`src/rtl/wb_stage.sv`:
```
// Writeback stage: selects ALU/MEM/LINK result, extracts and extends sub-word loads,
// registers the write for one cycle, flags misaligned half loads and counts retirements.
module wb_stage #(
    parameter int unsigned DATA_W = 32,
    parameter int unsigned REG_AW = 5,
    parameter int unsigned CNT_W  = 32
) (
    input  logic              clk_i,
    input  logic              rst_i,
    input  logic              valid_i,
    input  logic              stall_i,
    input  logic              flush_i,
    input  logic [DATA_W-1:0] alu_result_i,
    input  logic [DATA_W-1:0] data_mem_i,
    input  logic [DATA_W-1:0] link_i,
    input  logic [1:0]        src_sel_i,
    input  logic [1:0]        ld_size_i,
    input  logic              ld_unsigned_i,
    input  logic              rd_we_i,
    input  logic [REG_AW-1:0] rd_addr_i,
    output logic              wb_we_o,
    output logic [REG_AW-1:0] wb_addr_o,
    output logic [DATA_W-1:0] wb_data_o,
    output logic              misalign_o,
    output logic [CNT_W-1:0]  retired_o
);

    localparam int unsigned OFF_W = $clog2(DATA_W / 8);

    logic [OFF_W-1:0]  off;
    logic [15:0]       lane;
    logic [DATA_W-1:0] load_val;
    logic [DATA_W-1:0] result;
    logic              misaligned;
    logic              capture;
    logic              valid_q;
    logic              rd_we_q;
    logic              misaligned_q;

    assign off     = alu_result_i[OFF_W-1:0];
    // Only the low 16 bits after shifting lane OFF down are ever needed.
    assign lane    = 16'(data_mem_i >> {off, 3'b000});
    assign capture = valid_i & ~stall_i & ~flush_i;

    always_comb begin
        load_val = data_mem_i;
        case (ld_size_i)
            2'b00:   load_val = {{(DATA_W-8){~ld_unsigned_i & lane[7]}}, lane[7:0]};
            2'b01:   load_val = {{(DATA_W-16){~ld_unsigned_i & lane[15]}}, lane[15:0]};
            default: load_val = data_mem_i;
        endcase
    end

    always_comb begin
        result = alu_result_i;
        case (src_sel_i)
            2'b01:   result = load_val;
            2'b10:   result = link_i;
            default: result = alu_result_i;
        endcase
    end

    assign misaligned = (src_sel_i == 2'b01) && (ld_size_i == 2'b01) && off[0];

    // The counter advances on the capture edge, so it already includes the
    // instruction currently held in the output register while valid_q is high.
    always_ff @(posedge clk_i or posedge rst_i) begin
        if (rst_i) begin
            valid_q      <= 1'b0;
            rd_we_q      <= 1'b0;
            misaligned_q <= 1'b0;
            wb_addr_o    <= '0;
            wb_data_o    <= '0;
            retired_o    <= '0;
        end else begin
            valid_q <= capture;
            if (capture) begin
                rd_we_q      <= rd_we_i;
                misaligned_q <= misaligned;
                wb_addr_o    <= rd_addr_i;
                wb_data_o    <= result;
                retired_o    <= retired_o + CNT_W'(1);
            end
        end
    end

    assign wb_we_o    = valid_q & rd_we_q & ~misaligned_q & (wb_addr_o != '0);
    assign misalign_o = valid_q & misaligned_q;

endmodule

```
`config.mk`:
```
export PLATFORM = sky130hd
export DESIGN_NAME = wb_stage
export DESIGN_NICKNAME = d
export VERILOG_FILES = /design/src/rtl/wb_stage.sv
export SDC_FILE = /design/constraint.sdc
export NUM_CORES = 1
export LEC_CHECK = 0
export ABC_CLOCK_PERIOD_IN_PS = 3380
export CAP_MARGIN = 15
export CORE_ASPECT_RATIO = 1.5
export CORE_MARGIN = 5
export CORE_UTILIZATION = 44
export DETAILED_ROUTE_END_ITERATION = 6
export DONT_BUFFER_PORTS = 1
export PLACE_DENSITY = 0.63
export SLEW_MARGIN = 20
export SYNTH_ARGS = -nofsm -noshare
export SYNTH_HDL_FRONTEND = slang
export SYNTH_SLANG_ARGS = --single-unit
```
`constraint.sdc`:
```
create_clock -name clk_i -period 3.38 [get_ports clk_i]
set_input_delay 0.676 -clock clk_i [delete_from_list [all_inputs] [get_ports clk_i]]
set_output_delay 0.676 -clock clk_i [all_outputs]
set_load 0.01 [all_outputs]
```
# Yosys cells after proc, flatten, opt, wreduce, memory -nomap -nowiden
# Index checks and enable logic that the tools add are counted.
# op_classes
mux,2
n_shift,1
n_bitwise,12
n_eq_ne,3
n_addsub,1
n_reduce_logical,4
# ops
cell,n
32-bit case mux with 2 select lines,2
32-bit by 1-bit adder with 32-bit output (second input constant),1
32-bit by 5-bit right shift with 16-bit output,1
1-bit AND,8
5-bit nonzero test,1
2-bit by 1-bit == test with 1-bit output (second input constant),2
1-bit inverter,4
2-bit == test (second input constant),1
1-bit logical AND,2
2-bit zero test,1
# totals
elab_cells,29
inputBits,112
regBits,72
output_inout_bits,71

# Depth between registers and ports, before layout
# logic_depth
depth_word,4
ltp_mapped,9
depth_no_buf,6

# Worst setup path before layout
# Ideal clock, no wire load.
# synth_path
path_type,input-to-reg
from,in stall_i
to,reg retired_o[29]
setup_ns,0.079
required_time_ns,3.301
stages,6
arrival_time_ns,2.294
setup_slack_ns,1.007
path_buffers,2
cell_sequence,or3b_1 buf_6 or4_4 buf_6 nor4_1 xor2_1
# synth_via
elab_chain_cells,3
# synth_rtl
item,line_no,source
"start, declared",11,"input logic stall_i,"
1-bit inverter,43,assign capture = valid_i & ~stall_i & ~flush_i;
1-bit AND (2 in series),43,
"end signal, assigned",82,retired_o <= retired_o + CNT_W'(1);
"end, declared",25,output logic [CNT_W-1:0] retired_o
# Every way passes these cells.
# A chain may end at the register's enable or synchronous reset.

# Worst setup path after layout
# layout_path
from,in stall_i
to,reg retired_o[30]
# Same word-level chain as after synthesis.

==> metrics.md <==
| Metric | Value |
|---|---|
| Status | `finished clean` |
| Cts hold-fix bufs | `0` |
| CTS tree | `built` |
| Largest family of logic cells by synthesized area | `compound AO/OA/AOI/OAI gates` |
| Seq cells post-synth | `between 70 and 80` |
| Switching share of power | `0.303` |
| Hold Path Class | `in2async` |
| R2R Path Start | `retired_o[10]$_DFFE_PP0P_` |
| Reg2Reg Setup Slack | `between 1 and 1.5 ns` |
| Worst Tran Pin Value | `just over 0.8 ns` |
| H-tree depth | `3` |
| GP Congestion | `roughly 0.8` |
| Vias | `around 3800` |
| Reg2Reg Depth | `4` |
| Initial DRC count | `~110` |
| Peak VDD IR | `between 200 and 250 µV` |
| Seq/Total Area, Yosys | `0.409` |
| Peak Freq | `between 400 and 500 MHz` |
| DRC Markers | `0` |
| Core area | `between 9000 and 10000 µm²` |
| Clock share of power | `0.389` |
| Logic pwr share | `0.131` |
| Slew headroom | `0.457` |
| Ports | `183` |
| CP Capture Type | `flop` |
| Flop pwr share | `0.480` |
| LEAKAGE | `about 1.9 nW` |
| Max-slew violations | `0` |
| Final core utilization | `0.485` |
| Worst Setup Start Kind | `input port` |
| Full die area | `approximately 12000 µm²` |
| Worst EP arrival | `2.48 ns` |
| Die Height | `133 µm` |
| Synth Area in XOR/XNOR | `0.0617` |
| Simple logic cell fraction of the synthesized area | `0.207` |
| Synthesized instance count | `roughly 500` |
| Fin crit share | `0.657` |
| Hold Vio Cnt, Final | `0` |
| Async set-or-reset flop fraction in the synthesized netlist | `1.00` |
| Global-route usage over all layers | `0.227` |
| Max Cap Viol | `0` |
| Post-synth net total | `just over 600` |
| Min Clock Period, post-route | `between 2 and 2.5 ns` |
| Net Switching | `about 0.75 mW` |
| Setup Fix Bufs, Post-CTS | `0` |
| Initial core utilization | `0.452` |
| Final setup violation count | `0` |
| Critical setup path kind | `in2reg` |
| Share of cells above drive strength 1 | `0.0763` |
| Power per cell area | `about 520 nW/µm²` |
| Unique masters post-synth | `between 40 and 50` |
| Buffers on Ports | `0` |
| Fin nets | `a little under 600` |
| Post-Syn Area per Cell | `between 8 and 9 µm²` |
| DPL Wire Length | `10500 µm` |
| Final setup TNS | `0 ns` |
| Skew final | `around 0.0012 ns` |
| CTS buffer count | `9` |
| Number of synthesized flops with an enable pin | `0` |
| DRT Pass-1 Iters | `4` |
| Worst-path fanout max | `26` |
| Layout area overhead | `7.36%` |
| First-pass GRT wire length | `between 20000 and 25000 µm` |
| Compound-Gate Fraction of Synth Area | `0.223` |
| Vias in the first global route | `roughly 3800` |
| Clock latency at the later pin of the worst-skew pair | `0.33 ns` |
| Synthesized area | `4400 µm²` |
| Pin count of the biggest net entering global routing | `40` |
| Endpoint of the worst register-to-register path | `retired_o[30]$_DFFE_PP0P_` |
| Final wirelength | `between 10000 and 15000 µm` |
| Critical path required time | `roughly 3.6 ns` |
| Antenna violations before repair | `0` |
| Yosys warnings | `0` |
| Internal power | `1.72 mW` |
| # diodes | `0` |
| Routed Antenna Nets | `0` |
| Root Driver | `clkbuf_16` |
| Top post-synthesis cells by area | `dfrtp_1 (41%), nand2_1 (7.2%), o21ai_0 (5.6%)` |
| Largest area contributor in the netlist | `dfrtp_1` |
| Clock sink total | `72` |
| Main synth FF type | `dfrtp_1` |
| Drt via density | `6.36` |
| RSZ-0062 raised after global routing | `no` |
| Fill cells | `923` |
| Yosys top cell area share | `0.409` |
| FP Rows | `44` |
| Post-synthesis mux area share | `0.0415` |
| Total gr overflow | `0` |
| Clk buf depth | `2` |
| Reg clk slew, reported paths | `0.06 ns` |
| Cts repair resizes | `0` |
| Synth Area in Adders | `0.00853` |
| Die W | `91.7 µm` |
| Per-cell routed wire length | `approximately 23 µm` |
[power groups by stage]
| stage | registers, mW | clock network [mW] | logic [mW] |
|---|---|---|---|
| 2_1_floorplan | 1.14 | 0 | 0.278 |
| 3_3_place_gp | 1.20 | 0 | 0.313 |
| 3_5_place_dp | 1.20 | 0 | 0.326 |
| 4_1_cts | 1.19 | 0.971 | 0.327 |
| 5_1_grt | 1.20 | 1.01 | 0.373 |
| 6_report | 1.18 | 0.959 | 0.322 |
[layer usage]
metal,wire [µm],track usage,share of wire
met5,0,0,0
met4,364,0.0982,0.027
met3,1460,0.0858,0.11
met2,7060,0.390,0.52
met1,4780,0.247,0.35
[worst max-delay path, stage by stage]
cell	delay, ns
or3b_1	0.37
buf_4	0.23
or4_4	0.64
nor4_1	0.38
xor2_1	0.18
[synth_stat cells, types with 8 or more instances]
master,instances
nand3b_1,9
a31oi_1,14
inv_1,9
a32oi_1,16
o211ai_1,26
clkbuf_1,34
mux2i_1,16
o221ai_1,8
a21oi_1,14
nand3_1,9
o21ai_0,49
xnor2_1,13
xor2_1,18
nor2_1,30
dfrtp_1,72
nand2_1,84
or3_1,8
[layout by cell type, fill, tap and decap left out, types with 2 or more instances in the layout]
master / synthesis / layout
a21oi_1: 14 / 14
a22oi_1: 7 / 7
a2bb2oi_1: 7 / 7
a31oi_1: 14 / 14
a32oi_1: 16 / 16
and4_1: 5 / 5
buf_4: 0 / 8
clkbuf_1: 34 / 4
clkbuf_16: 0 / 9
dfrtp_1: 72 / 72
ha_1: 3 / 2
inv_1: 9 / 8
mux2i_1: 16 / 16
nand2_1: 84 / 84
nand2b_1: 2 / 2
nand3_1: 9 / 9
nand3b_1: 9 / 9
nand4_1: 6 / 6
nor2_1: 30 / 30
nor3_1: 6 / 5
nor4_1: 3 / 3
nor4_2: 5 / 5
o211ai_1: 26 / 26
o21ai_0: 49 / 49
o221ai_1: 8 / 8
o22ai_1: 2 / 2
o41ai_1: 2 / 2
or2_2: 2 / 2
or3_1: 8 / 8
or4_4: 2 / 2
xnor2_1: 13 / 13
xor2_1: 18 / 18
[kinds of logic after synthesis]
group | after synthesis
muxes | 17
and+or+nand+nor | 180
DFF | 72
AOI/OAI and AO/OA | 148
adders and majority gates | 3
xor gates and xnor gates | 31
buffers and inverters | 52
[state kept, by name (all words and copies together), names as in the netlist]
register	count
misaligned_q	1
rd_we_q	1
wb_addr_o	5
valid_q	1
wb_data_o	32
retired_o	32
[worst max-delay path by stage]
stage	start	endpoint	slack, ns	cells past startpoint
3_5_place_dp	stall_i	retired_o[30]$_DFFE_PP0P_	0.81	5
2_1_floorplan	rst_i	misaligned_q$_DFFE_PP0P_	0.88	1
6_report	stall_i	retired_o[30]$_DFFE_PP0P_	1.16	5
5_1_grt	src_sel_i[0]	wb_data_o[1]$_DFFE_PP0P_	1.02	6
3_3_place_gp	stall_i	retired_o[30]$_DFFE_PP0P_	0.86	5
4_1_cts	stall_i	retired_o[30]$_DFFE_PP0P_	1.14	5
[per-stage QoR]
step	power, mW	cell area (µm²)	cells	setup WS (ns)	hold WS [ns]
2_1_floorplan	1.42	4400	503	0.879	0.446
3_3_place_gp	1.51	4430	584	0.859	0.464
3_5_place_dp	1.52	4430	584	0.809	0.468
4_1_cts	2.48	4730	600	1.14	0.268
5_1_grt	2.58	4730	600	1.02	0.300
6_report	2.46	4730	600	1.16	0.252
[cell type report]
type	count	area, µm²	share of cell area
clock buffers	14	254	0.0537
clock inverters	2	38.8	0.00821
inverters	10	38.8	0.00821
multi-input cells	379	2390	0.505
flip-flops and latches	72	1800	0.381
well taps	115	144	0.0304
repair buffers	8	60.1	0.0127
Note: power is estimated with default switching activity, not from simulation.
